$ cat src/rtl/mext_issue_stall_unit.sv
// rtl/mext_issue_stall_unit.sv - issue/stall sequencer for M-extension ops in the Execute stage
module mext_issue_stall_unit #(
    parameter int TIMEOUT_CYCLES = 64
) (
    input  logic        clk,
    input  logic        rst,
    input  logic        validE,
    input  logic        flushE,
    input  logic [4:0]  alu_opE,
    input  logic        flagM,
    input  logic        flagD,
    input  logic [31:0] result_m,
    output logic        startE,
    output logic        stallF,
    output logic        stallD,
    output logic        stallE,
    output logic        mdu_valid,
    output logic [31:0] mdu_result,
    output logic        mdu_timeout,
    output logic        busy
);

    localparam int CNT_W = $clog2(TIMEOUT_CYCLES + 1);
    localparam logic [CNT_W-1:0] WDOG_LAST = CNT_W'(TIMEOUT_CYCLES - 1);

    typedef enum logic [2:0] {
        S_IDLE,
        S_ISSUE,
        S_WAIT,
        S_DONE,
        S_DRAIN
    } state_t;

    state_t            state;
    state_t            state_nxt;
    logic [CNT_W-1:0]  wdog;
    logic              timeout_pend;
    logic              stall;
    logic              is_m;
    logic              launch;
    logic              flag;
    logic              wdog_exp;

    assign is_m     = validE && (alu_opE >= 5'b01011) && (alu_opE <= 5'b10010);
    assign launch   = is_m && !flushE;
    assign flag     = flagM || flagD;
    assign wdog_exp = (wdog == WDOG_LAST);

    always_comb begin
        state_nxt   = state;
        stall       = 1'b0;
        startE      = 1'b0;
        mdu_valid   = 1'b0;
        mdu_timeout = 1'b0;
        case (state)
            S_IDLE: begin
                stall = launch;
                if (launch) state_nxt = S_ISSUE;
            end
            S_ISSUE: begin
                startE    = 1'b1;
                stall     = 1'b1;
                state_nxt = flushE ? S_DRAIN : S_WAIT;
            end
            S_WAIT: begin
                stall = 1'b1;
                // A flush coinciding with completion drops the result; the controller is already idle.
                if (flag && flushE)  state_nxt = S_IDLE;
                else if (flag)       state_nxt = S_DONE;
                else if (flushE)     state_nxt = S_DRAIN;
                else if (wdog_exp)   state_nxt = S_DONE;
            end
            S_DONE: begin
                mdu_valid   = 1'b1;
                mdu_timeout = timeout_pend;
                state_nxt   = S_IDLE;
            end
            S_DRAIN: begin
                stall = is_m;
                if (flag) begin
                    state_nxt = S_IDLE;
                end else if (wdog_exp) begin
                    state_nxt   = S_IDLE;
                    mdu_timeout = 1'b1;
                end
            end
            default: state_nxt = S_IDLE;
        endcase
    end

    always_ff @(posedge clk) begin
        if (rst) begin
            state        <= S_IDLE;
            wdog         <= '0;
            mdu_result   <= '0;
            timeout_pend <= 1'b0;
        end else begin
            state <= state_nxt;

            // Entering DRAIN restarts the watchdog so the drain gets a full budget.
            if (state != S_WAIT && state != S_DRAIN)
                wdog <= '0;
            else if (state == S_WAIT && flushE && !flag)
                wdog <= '0;
            else if (!wdog_exp)
                wdog <= wdog + CNT_W'(1);

            if (state == S_WAIT && !flushE) begin
                if (flag) begin
                    mdu_result   <= result_m;
                    timeout_pend <= 1'b0;
                end else if (wdog_exp) begin
                    mdu_result   <= '0;
                    timeout_pend <= 1'b1;
                end
            end
        end
    end

    assign stallF = stall;
    assign stallD = stall;
    assign stallE = stall;
    assign busy   = (state != S_IDLE);

endmodule

$ cat config.mk
export PLATFORM = sky130hd
export DESIGN_NAME = mext_issue_stall_unit
export DESIGN_NICKNAME = d
export VERILOG_FILES = /design/src/rtl/mext_issue_stall_unit.sv
export SDC_FILE = /design/constraint.sdc
export NUM_CORES = 1
export LEC_CHECK = 0
export ABC_AREA = 0
export BUFFER_PORTS_ARGS = -buffer_cell sky130_fd_sc_hd__buf_2
export CORE_UTILIZATION = 28
export CTS_BUF_LIST = sky130_fd_sc_hd__clkbuf_4
export DETAILED_ROUTE_END_ITERATION = 16
export GPL_ROUTABILITY_DRIVEN = 0
export GPL_TIMING_DRIVEN = 0
export PLACE_DENSITY = 0.51
export SKIP_LAST_GASP = 1
export SLEW_MARGIN = 0
export SYNTH_ARGS = -nofsm -noshare
export SYNTH_HDL_FRONTEND = slang
export SYNTH_SLANG_ARGS = --single-unit
$ cat constraint.sdc
create_clock -name clk -period 1.82 [get_ports clk]
set_input_delay 0.364 -clock clk [delete_from_list [all_inputs] [get_ports clk]]
set_output_delay 0.364 -clock clk [all_outputs]
set_load 0.05 [all_outputs]
# Word-level counts from Yosys, hierarchy flattened
# Index checks and enable logic that the tools add are counted.
# totals
elab_cells	54
ff_bits	43
output_inout_bits	39
# classes
n_reduce_logical	18
muxes	19
addsub	1
order_cmp	2
n_eq_ne	10
# op_table
operator	count
32-bit two-way mux	2
3-bit two-way mux	8
3-bit one-hot mux with 4 select lines	1
1-bit logical AND	8
7-bit by 1-bit adder with 7-bit output, second input constant	1
7-bit by 6-bit == test with 1-bit output, second input constant	1
3-bit by 2-bit == test with 1-bit output, second input constant	2
1-bit two-way mux	6
3-bit != test, second input constant	2
5-bit by 4-bit greater-or-equal comparator with 1-bit output, second input constant	1
5-bit <= comparator, second input constant	1
5-bit != test, second input constant	1
3-bit by 1-bit == test with 1-bit output, second input constant	1
3-bit == test, second input constant	1
3-bit zero test	1
3-bit by 2-bit != test with 1-bit output, second input constant	1
1-bit one-hot mux with 3 select lines	1
3-bit AND reduction	1
3-bit nonzero test	1
3-bit OR reduction	1
1-bit zero test	2
2-bit != test, second input constant	1
1-bit one-hot mux with 2 select lines	1
2-bit AND reduction	1
3 further kinds	3

# Logic depth before layout (Yosys ltp)
# Gate-level depths: netlist of the first run.
# logic_depth
depth_word	6
ltp_mapped	6

# Worst setup path before layout of the first run
# OpenSTA, ideal clock, no wires.
# synth_path
path_type	register to output
startpoint	register state[2]
endpoint	output mdu_timeout
arrival_time_ns	2.246
setup_slack_ns	-0.790
t_required_ns	1.456
stages_incl_launch_ff	4
cell_sequence	dfxtp_1 -> buf_2 -> nor3b_1 -> o2bb2ai_1
# synth_via
elab_chain_len	2
word_cells_on_any_way	3
classes_between	2 x eq/ne; 1 x mux
# synth_lines
item	line	rtl
start: declaration	34	state_t state;
start signal: assignment	98	state <= state_nxt;
3-bit == test or 3-bit by 2-bit == test with 1-bit output (tied branches)	55	case (state)
1-bit one-hot mux with 2 select lines *	55	
end: declaration	19	output logic mdu_timeout,
# Mark *: on every way between the ends. The rest lies on a longest branch, timed or not.

# Final worst setup path of the first run
# layout_path
startpoint	register state[0]
endpoint	output mdu_timeout
# Same word-level chain as after synthesis.

==> results of run 1 <==
==> cell usage in the layout (no fill, tap or decap), types with 2 or more instances in the layout <==
cell      synthesis  routed
a211oi_1          7       7
a21oi_1           2       2
a31oi_1          36      36
buf_2             5      78
buf_4             3      18
buf_6             4       6
buf_8             0       4
clkbuf_1         20      15
clkbuf_2          0       3
clkbuf_4          0       6
dfxtp_1          43      39
dfxtp_2           0       3
inv_1             4       3
nand2_1          36      34
nand2b_1          2       2
nand3_1          34      34
nand3b_1          2       2
nor2_1            5       4
nor3_1            2       2
nor3b_4           0       2
o211ai_1         33      33
o21ai_0           3       2
or3_1             2       2
or4b_1            2       2
==> worst reg2reg max path: cells and delay by family, from the launching register on <==
kind / cells / cell delay (ns)
compound gates: 1 / 0.09
buf+inv: 4 / 0.67
flops: 1 / 0.34
simple gates: 2 / 0.53
==> through the flow <==
stage	util, %	std cells	hold WS, ns	worst slack, ns
after CTS	39.72	460	0.2493	-0.05854
final	40.85	464	0.2630	-0.02156
after global placement	37.19	446	0.4288	-0.4296
after detailed placement	37.19	446	0.4417	-0.4469
after floorplan	-	266	0.4180	-0.02826
after global routing	40.85	464	0.2614	-0.06898
==> cell usage after synthesis, types with 2 or more instances <==
| cell type | instances |
|---|---|
| inv_1 | 4 |
| dfxtp_1 | 43 |
| buf_6 | 4 |
| nand3b_1 | 2 |
| nor2_1 | 5 |
| buf_4 | 3 |
| a21oi_1 | 2 |
| clkbuf_1 | 20 |
| nand3_1 | 34 |
| nand2_1 | 36 |
| or3_1 | 2 |
| o21ai_0 | 3 |
| a211oi_1 | 7 |
| o211ai_1 | 33 |
| nor3_1 | 2 |
| a31oi_1 | 36 |
| buf_2 | 5 |
| nand2b_1 | 2 |
| or4b_1 | 2 |
==> power breakdown <==
group | internal, W | total (W) | switching, W | leakage (nW)
clock network | 0.000137 | 0.000449 | 0.000313 | 0.0232
logic | 0.0000793 | 0.000197 | 0.000118 | 0.736
registers | 0.000944 | 0.000948 | 0.00000339 | 0.349
total | 0.00116 | 0.00159 | 0.000434 | 1.11
==> flip-flops by register name, summed over array words and instances, names as in the netlist <==
register      count
mdu_result       32
wdog              7
timeout_pend      1
state             3
==> layout make-up <==
cell class	count	area, sq um	area share, %
timing repair buffer	94	543.0	17.94
buffer	31	188.9	6.242
inverter	4	15.01	0.4961
multi-input combinational	187	1242	41.05
clock buffer	5	37.54	1.240
tap	99	123.9	4.093
sequential	43	868.3	28.69
clock inverter	1	7.507	0.2480
==> per-layer routing <==
layer | up-vias | global-route usage (%) | wire length (microns) | part of all wire, %
li1 | 1202 | - | - | -
met1 | 1111 | 23.26 | 3289 | 49
met2 | 80 | 24.94 | 3037 | 45
met3 | 5 | 3.283 | 360 | 5.3
met4 | 0 | 4.839 | 70 | 1.0
met5 | - | 0 | 0 | 0
==> cells by family after synthesis <==
kind of cell	count (synthesis)	synth area share [%]
AO/OA/AOI/OAI	87	27.64
adder cells (fa/ha/maj)	1	0.5733
flip-flops	43	39.45
buffers and inverters	36	8.371
AND/OR/NAND/NOR	97	23.05
XOR/XNOR	1	0.4014
multiplexers	1	0.5160
==> worst paths after layout <==
check | startpoint | end | slack [ns] | cells past startpoint
hold reg to reg | wdog[6] | wdog[6] | 0.49 | 2
setup reg to reg | state[1] | mdu_result[27] | 0.09 | 7
setup / recovery | state[0] | mdu_timeout | -0.02 | 5
hold / removal | result_m[13] | mdu_result[13] | 0.26 | 3
==> timing repair <==
item / CTS / global route
endpoints found under the setup margin: 9 / 34
resized for setup: 26 / 24
setup buffers: 9 / 4
pin swaps: 3 / 3
==> out/summary.txt, run 1 <==
Status - complete, but fails checks
Failing checks - negative setup slack
Hold_buf cts - 0
Slowest stage delay, CP - 0.36 ns
Slew HR - 61.08%
CTS Buf Count - 5
Post-DP HPWL - 4.546 mm
Initial Util - 29.45%
Min-Delay Path Class - primary input to flop
Top area cells in the synthesized netlist - dfxtp_1 39%, o211ai_1 11%, a31oi_1 10%
Area after DPL - 0.002755 sq mm
Yosys warns - 0
Clk_lat worst skew - 0.35 ns
Number of global-route vias before repair - 2152
Final ANT Viol Nets - 0
RSZ-0062 raised after global routing - true
Asr flop ratio synth - 0%
Clock sinks - 43
Final setup viols - 3
Post-route cell area - 0.003027 sq mm
Crit Path Class - flop to primary output
Layout Area Growth over Synthesis - 38.70%
DR iter-0 viols - 87
Tmin final - 1.842 ns
IO Port Bufs - 81
Syn Nets - 310
Seq/Total Area, Yosys - 39.45%
First-pass DRT Iterations - 4
Root buffer cell - clkbuf_4
Die Area - 0.008150 sq mm
CTS tree - built
H-tree Lvls - 2
Core Box Area - 0.007408 sq mm
Overflow after GRT - 0
DRC errors left - 0
Worst Skew - 0.01733 ns
Post-synth top flop - dfxtp_1
Share of cells above drive strength 1 - 37.26%
Final setup TNS - -0.03176 ns
Avg WL per Cell - 14.56 microns
Fin crit share - 101.2%
Vias - 2398
Clock transition at path regs - 0.13 ns
Row Count - 31
Syn avg cell area - 8.203 sq um
Crit path max-delay cell type - dfxtp_2
Final nets - 410
Crit start category - flop
Largest net degree at the start of global routing - 13
Global-route wire length before repair - 10.87 mm
Synth cell types - 40
Worst Tran Pin Value - 0.5813 ns
Die Y - 90.28 microns
Design Power - 0.001594 W
Synth Register Bits - 43
Fmax - 543.0 MHz
WP buf/inv - 2
Critical Path End Type - primary output
Die span in x - 90.28 microns
Max Slew Vio Count - 0
Netlist Area Pre-Place - 0.002182 sq mm
Data required, critical path - 1.46 ns
Worst Path Max Fanout - 10
Fin. Hold Viols - 0
Setup ws final - -0.02156 ns
Clk buf depth - 2
CP delay by family, top - flip-flops
Final WL - 6.757 mm
Pwr Density - 526.7 mW/mm^2
Fillcell total - 783
Number of enable flip-flop cells after synthesis - 0
Via-per-instance ratio - 5.168
GRT Total Usage - 16.39%
Ant. Diodes - 0
Static Leak - 1.107 nW
# IOs - 82
MaxCap Viol Count - 0
Initial antenna violation count - 0
WP data arrival - 1.48 ns
Synth area leader - dfxtp_1
Maximum vdd drop - 0.2398 mV
Syn Inst Count - 266
Worst-path cell chain - buf_8 > nor3b_4 > nand2_2 > o2bb2ai_4 > buf_6
Yosys top cell area share - 39.45%
No activity file was read; power rests on OpenSTA's default activity.
==> run 2: changes to the inputs <==
Settings changed: MAX_ROUTING_LAYER set to met4, RECOVER_POWER set to 100.
==> run 2 against run 1 <==
Compared with the run above:
- the run still ends with negative setup slack left
- global-route usage is 0.41 points higher
- flip-flop and latch count is the same
- via count rose by 0.75%
- critical path depth unchanged
- critical endpoint unchanged
- critical path type unchanged
- highest routed layer unchanged
- largest power group unchanged
==> out/summary.txt, run 2 (synthesis results as in run 1) <==
Hold depth - 3 (unchanged)
Reg2Reg Depth - 7 (unchanged)
Ant. Diodes - 0 (unchanged)
Biggest registers after layout - mdu_result x32, wdog x7, state x3 (unchanged)
CTS tree - built (unchanged)
Initial Util - 29.45% (unchanged)
Crit start category - flop (unchanged)
Worst Path Max Fanout - 10 (unchanged)
Post-DP HPWL - 4.546 mm (unchanged)
Largest net degree at the start of global routing - 13 (unchanged)
Placed insts - 446 (unchanged)
Initial antenna violation count - 0 (unchanged)
Max Slew Vio Count - 0 (unchanged)
Row Count - 31 (unchanged)
Die Area - 0.008150 sq mm (unchanged)
First-pass DRT Iterations - 4 (unchanged)
Vias - 2416 (was 2398)
Maximum vdd drop - 0.2405 mV (was 0.2398 mV)
Share of cells above drive strength 1 - 33.70% (was 37.26%)
Flip-flop count of the largest register after layout - 32 (unchanged)
Fin crit share - 101.3% (was 101.2%)
Avg WL per Cell - 14.50 microns (was 14.56 microns)
Crit Path Class - flop to primary output (unchanged)
Die Y - 90.28 microns (unchanged)
Slew HR - 58.18% (was 61.08%)
Final setup viols - 3 (unchanged)
Die span in x - 90.28 microns (unchanged)
Sequential Area - 868.3 sq um (unchanged)
Commonest non-fill, non-tap cell in the layout - buf_2 (unchanged)
Clock power share - 28.5% (was 28.2%)
DR iter-0 viols - 96 (was 87)
Area after DPL - 0.002755 sq mm (unchanged)
Root buffer cell - clkbuf_4 (unchanged)
Clock sinks - 43 (unchanged)
MaxCap Viol Count - 0 (unchanged)
Status - complete, but fails checks (unchanged)
H-tree Lvls - 2 (unchanged)
Global-route wire length before repair - 10.86 mm (was 10.87 mm)
Worst Skew - 0.01722 ns (was 0.01733 ns)
IO Port Bufs - 81 (unchanged)
Tmin final - 1.844 ns (was 1.842 ns)
Layout Area Growth over Synthesis - 37.96% (was 38.70%)
Net Switching - 0.0004398 W (was 0.0004339 W)
CTS Buf Count - 5 (unchanged)
Utilization after layout - 40.64% (was 40.85%)
WP data arrival - 1.48 ns (about the same)
# IOs - 82 (unchanged)
Via-per-instance ratio - 5.207 (was 5.168)
Post-layout instance count excluding filler cells - 464 (unchanged)
Seq pwr share - 59.2% (was 59.4%)
Final nets - 410 (unchanged)
Static Leak - 1.050 nW (was 1.107 nW)
Critical Path End Type - primary output (unchanged)
Fin. Hold Viols - 0 (unchanged)
GRT Total Usage - 16.80% (was 16.39%)
Crit path max-delay cell type - dfxtp_2 (unchanged)
Sw frac - 27.49% (was 27.22%)
Overflow after GRT - 0 (unchanged)
DRC errors left - 0 (unchanged)
Fillcell total - 788 (was 783)
Failing checks - negative setup slack (unchanged)
Final WL - 6.727 mm (was 6.757 mm)
Min-Delay Path Class - primary input to flop (unchanged)
RSZ-0062 raised after global routing - true (unchanged)
Clk buf depth - 2 (unchanged)
Comb pwr share - 12.3% (was 12.4%)
Most flop-heavy register - mdu_result (unchanged)
Pwr Density - 531.4 mW/mm^2 (was 526.7 mW/mm^2)
Multi-input logic area - 0.001242 sq mm (unchanged)
Fmax - 542.2 MHz (was 543.0 MHz)
Data required, critical path - 1.46 ns (about the same)
Final ANT Viol Nets - 0 (unchanged)
Internal Power - 0.001160 W (about the same)
Setup ws final - -0.02449 ns (was -0.02156 ns)
Core Box Area - 0.007408 sq mm (unchanged)
Worst Tran Pin Value - 0.6300 ns (was 0.5813 ns)
Slowest stage delay, CP - 0.36 ns (about the same)
Clk_lat worst skew - 0.35 ns (about the same)
Worst-path cell chain - buf_8 > nor3b_4 > nand2_2 > o2bb2ai_4 > buf_6 (unchanged)
Clock transition at path regs - 0.14 ns (was 0.13 ns)
Post-route cell area - 0.003010 sq mm (was 0.003027 sq mm)
Number of global-route vias before repair - 2153 (was 2152)
Commonest non-fill, non-tap cells in the layout - 65 x buf_2, 39 x dfxtp_1, 36 x a31oi_1, 34 x nand2_1, 34 x nand3_1 (was 78 x buf_2, 39 x dfxtp_1, 36 x a31oi_1, 34 x nand2_1, 34 x nand3_1)
[run 2: timing repair]
action,CTS,global route
hold endpoints to repair,0,0
setup buffers,9,4
setup endpoints to repair,9,33
hold buffers,0,0
pin swaps,3,3
gates resized for setup,26,24
[run 2: final timing paths]
check	startpoint	to	slack (ns)
worst max-delay path	state[0]	mdu_timeout	-0.02
worst min-delay path	result_m[24]	mdu_result[24]	0.26
worst max register to register	state[1]	mdu_result[27]	0.09
worst min register to register	wdog[6]	wdog[6]	0.49
[run 2: critical path, delay by kind of cell, from the launching register on]
| kind | cells | cell delay, ns |
|---|---|---|
| AOI/OAI and AO/OA | 1 | 0.12 |
| DFF | 1 | 0.36 |
| and+or+nand+nor | 2 | 0.34 |
| buffers and inverters | 2 | 0.31 |
[run 2: final cells by class]
type / instances / area share [%]
inverter: 4 / 0.4988
tap: 99 / 4.115
buffer: 31 / 6.276
sequential: 43 / 28.84
multi-input combinational: 187 / 41.27
clock inverter: 1 / 0.2494
clock buffer: 5 / 1.247
timing repair buffer: 94 / 17.50
[run 2: layer usage]
layer | vias to the layer above | share of wire (%) | global-route usage (%)
met5 | - | 0 | -
met3 | 5 | 4.8 | 3.283
met4 | 0 | 0.79 | 4.435
li1 | 1200 | - | -
met1 | 1135 | 49 | 23.26
met2 | 76 | 45 | 24.94
[run 2: stage by stage]
stage               TNS [ns]  total power (W)  setup slack, ns  hold WS, ns
detailed placement   -0.5775         0.001148          -0.4469       0.4417
global route         -0.2644         0.001656         -0.07067       0.2639
finish              -0.03753         0.001600         -0.02449       0.2624
floorplan           -0.07568         0.001069         -0.02826       0.4180
CTS                  -0.2069         0.001600         -0.05854       0.2493
global placement     -0.4853         0.001148          -0.4296       0.4288
[run 2: power by group through the flow]
stage          combinational [W]  clock (W)  sequential, W
2_1_floorplan          0.0000889          0       0.000980
3_3_place_gp            0.000178          0       0.000969
3_5_place_dp            0.000179          0       0.000970
4_1_cts                 0.000187   0.000466       0.000947
5_1_grt                 0.000212   0.000496       0.000949
6_report                0.000196   0.000456       0.000948
==> run 3: changes to the inputs <==
Clock period 1.82 ns to 2 ns, I/O delays scaled along.
==> run 3 against run 2 <==
Compared with the run above:
- the run now ends clean
- global-route usage decreased by 0.11 points
- sequential power decreased by 9.4%
- final cell count decreased by 1.9%
- final area decreased by 3.3%
- register-to-register slack improved by 0.25 ns
- routed wire length decreased by 3.6%
- via count decreased by 2.0%
- total power decreased by 11%
- core utilization decreased by 1.4 points
- setup slack improved by 0.063 ns
- critical path depth unchanged
==> out/summary.txt, run 3 (synthesis results as in run 1) <==
Post-DP HPWL - 4.480 mm (was 4.546 mm)
Sw frac - 26.87% (was 27.49%)
Avg WL per Cell - 14.26 microns (was 14.50 microns)
IO Port Bufs - 81 (unchanged)
Die Y - 90.28 microns (unchanged)
Largest net degree at the start of global routing - 13 (unchanged)
Share of cells above drive strength 1 - 34.55% (was 33.70%)
Seq pwr share - 60.2% (was 59.2%)
Most flop-heavy register - mdu_result (unchanged)
Maximum vdd drop - 0.1767 mV (was 0.2405 mV)
DR iter-0 viols - 104 (was 96)
Commonest non-fill, non-tap cells in the layout - 81 x buf_2, 40 x dfxtp_1, 36 x a31oi_1, 34 x nand2_1, 34 x nand3_1 (was 65 x buf_2, 39 x dfxtp_1, 36 x a31oi_1, 34 x nand2_1, 34 x nand3_1)
Crit start category - flop (unchanged)
Placed insts - 446 (unchanged)
Reg2Reg Depth - 5 (was 7)
Final WL - 6.488 mm (was 6.727 mm)
Static Leak - 1.045 nW (was 1.050 nW)
Post-layout instance count excluding filler cells - 455 (was 464)
Slew HR - 64.94% (was 58.18%)
MaxCap Viol Count - 0 (unchanged)
Flip-flop count of the largest register after layout - 32 (unchanged)
Commonest non-fill, non-tap cell in the layout - buf_2 (unchanged)
Fin. Hold Viols - 0 (unchanged)
Die span in x - 90.28 microns (unchanged)
CTS tree - built (unchanged)
GRT Total Usage - 16.69% (was 16.80%)
Multi-input logic area - 0.001230 sq mm (was 0.001242 sq mm)
Clock sinks - 43 (unchanged)
Pwr Density - 490.8 mW/mm^2 (was 531.4 mW/mm^2)
Design Power - 0.001428 W (was 0.001600 W)
Net Switching - 0.0003837 W (was 0.0004398 W)
Global-route wire length before repair - 10.90 mm (was 10.86 mm)
Worst Path Max Fanout - 10 (unchanged)
Crit path max-delay cell type - dfxtp_4 (was dfxtp_2)
Slowest stage delay, CP - 0.39 ns (was 0.36 ns)
Row Count - 31 (unchanged)
Vias - 2368 (was 2416)
Min-Delay Path Class - primary input to flop (unchanged)
Biggest registers after layout - mdu_result x32, wdog x7, state x3 (unchanged)
Layout Area Growth over Synthesis - 33.37% (was 37.96%)
Clk_lat worst skew - 0.35 ns (about the same)
Comb pwr share - 11.6% (was 12.3%)
Worst Skew - 0.01506 ns (was 0.01722 ns)
Final nets - 401 (was 410)
Crit Path Class - flop to primary output (unchanged)
Status - complete, no violations (was complete, but fails checks)
Worst-path cell chain - buf_6 > nor3b_4 > nand2_2 > o2bb2ai_4 > buf_8 (was buf_8 > nor3b_4 > nand2_2 > o2bb2ai_4 > buf_6)
# IOs - 82 (unchanged)
Critical Path End Type - primary output (unchanged)
Core Box Area - 0.007408 sq mm (unchanged)
Via-per-instance ratio - 5.204 (was 5.207)
Initial antenna violation count - 0 (unchanged)
Clock power share - 28.2% (was 28.5%)
Final ANT Viol Nets - 0 (unchanged)
Data required, critical path - 1.60 ns (was 1.46 ns)
Tmin final - 1.961 ns
RSZ-0062 raised after global routing - true (unchanged)
Overflow after GRT - 0 (unchanged)
First-pass DRT Iterations - 4 (unchanged)
H-tree Lvls - 2 (unchanged)
Hold_buf cts - 0 (unchanged)
Clock transition at path regs - 0.13 ns (was 0.14 ns)
Fin crit share - 98.06%
Hold depth - 3 (unchanged)
Ant. Diodes - 0 (unchanged)
Die Area - 0.008150 sq mm (unchanged)
Internal Power - 0.001045 W (was 0.001160 W)
Root buffer cell - clkbuf_4 (unchanged)
CTS Buf Count - 5 (unchanged)
Max Slew Vio Count - 0 (unchanged)
Final setup viols - 0 (was 3)
Worst Tran Pin Value - 0.5237 ns (was 0.6300 ns)
Fillcell total - 775 (was 788)
WP data arrival - 1.56 ns (was 1.48 ns)
Fmax - 509.9 MHz
Initial Util - 29.45% (unchanged)
Sequential Area - 872.1 sq um (was 868.3 sq um)
Clk buf depth - 2 (unchanged)
DRC errors left - 0 (unchanged)
Number of global-route vias before repair - 2246 (was 2153)
run 3: cell count changes in the layout (fill, tap and decap cells not counted), sizes merged:
cell    change
clkbuf     -12
buf         +3
run 3: power groups by stage:
stage	registers (W)	clock network, W	logic (W)
floorplan	0.000892	0	0.0000806
global placement	0.000882	0	0.000162
detailed placement	0.000882	0	0.000161
CTS	0.000863	0.000421	0.000165
global route	0.000861	0.000452	0.000182
finish	0.000859	0.000403	0.000166
run 3: final timing paths:
path                         end  slack [ns]    startpoint
hold reg to reg          wdog[6]        0.46       wdog[6]
setup / recovery     mdu_timeout        0.04      state[2]
setup reg to reg  mdu_result[13]        0.34       wdog[1]
hold / removal    mdu_result[31]        0.31  result_m[31]
run 3: metrics by stage:
stage / utilization [%] / setup TNS (ns) / cell area [sq um] / worst slack [ns] / hold slack (ns)
after floorplan: - / -0.009524 / 2207 / -0.009524 / 0.4180
after global placement: 36.94 / -0.3532 / 2736 / -0.3532 / 0.4291
after detailed placement: 36.94 / -0.3038 / 2736 / -0.3038 / 0.4333
after CTS: 38.52 / 0 / 2854 / 0.01347 / 0.2880
after global routing: 39.28 / -0.02765 / 2910 / -0.02765 / 0.2924
final: 39.28 / 0 / 2910 / 0.03877 / 0.3056
run 3: final cells by class:
type / instances / area share, %
well taps: 99 / 4.256
flip-flops and latches: 43 / 29.97
clock inverters: 1 / 0.2580
inverters: 4 / 0.5159
plain buffers: 31 / 5.890
clock buffers: 5 / 1.290
multi-input cells: 187 / 42.26
repair buffers: 85 / 15.56
run 3: metal layers:
metal  vias up  global-route usage [%]  part of all wire [%]
met5         -                       -                     0
met4         0                   5.242                   1.6
met3         8                   3.704                   6.6
met2        87                   25.57                    45
met1      1090                   21.86                    47
li1       1183                       -                     -
run 3: critical path, delay by kind of cell (launching register included):
family                 cells  cell delay, ns
AOI/OAI and AO/OA          1            0.16
buffers and inverters      2            0.31
DFF                        1            0.39
and+or+nand+nor            2            0.34
run 3: timing repair:
| item | in CTS | in global routing |
|---|---|---|
| gates resized for setup | 18 | 14 |
| endpoints found under the setup margin | 4 | 3 |
| pin swaps | 2 | 1 |
| setup buffers | 3 | 1 |
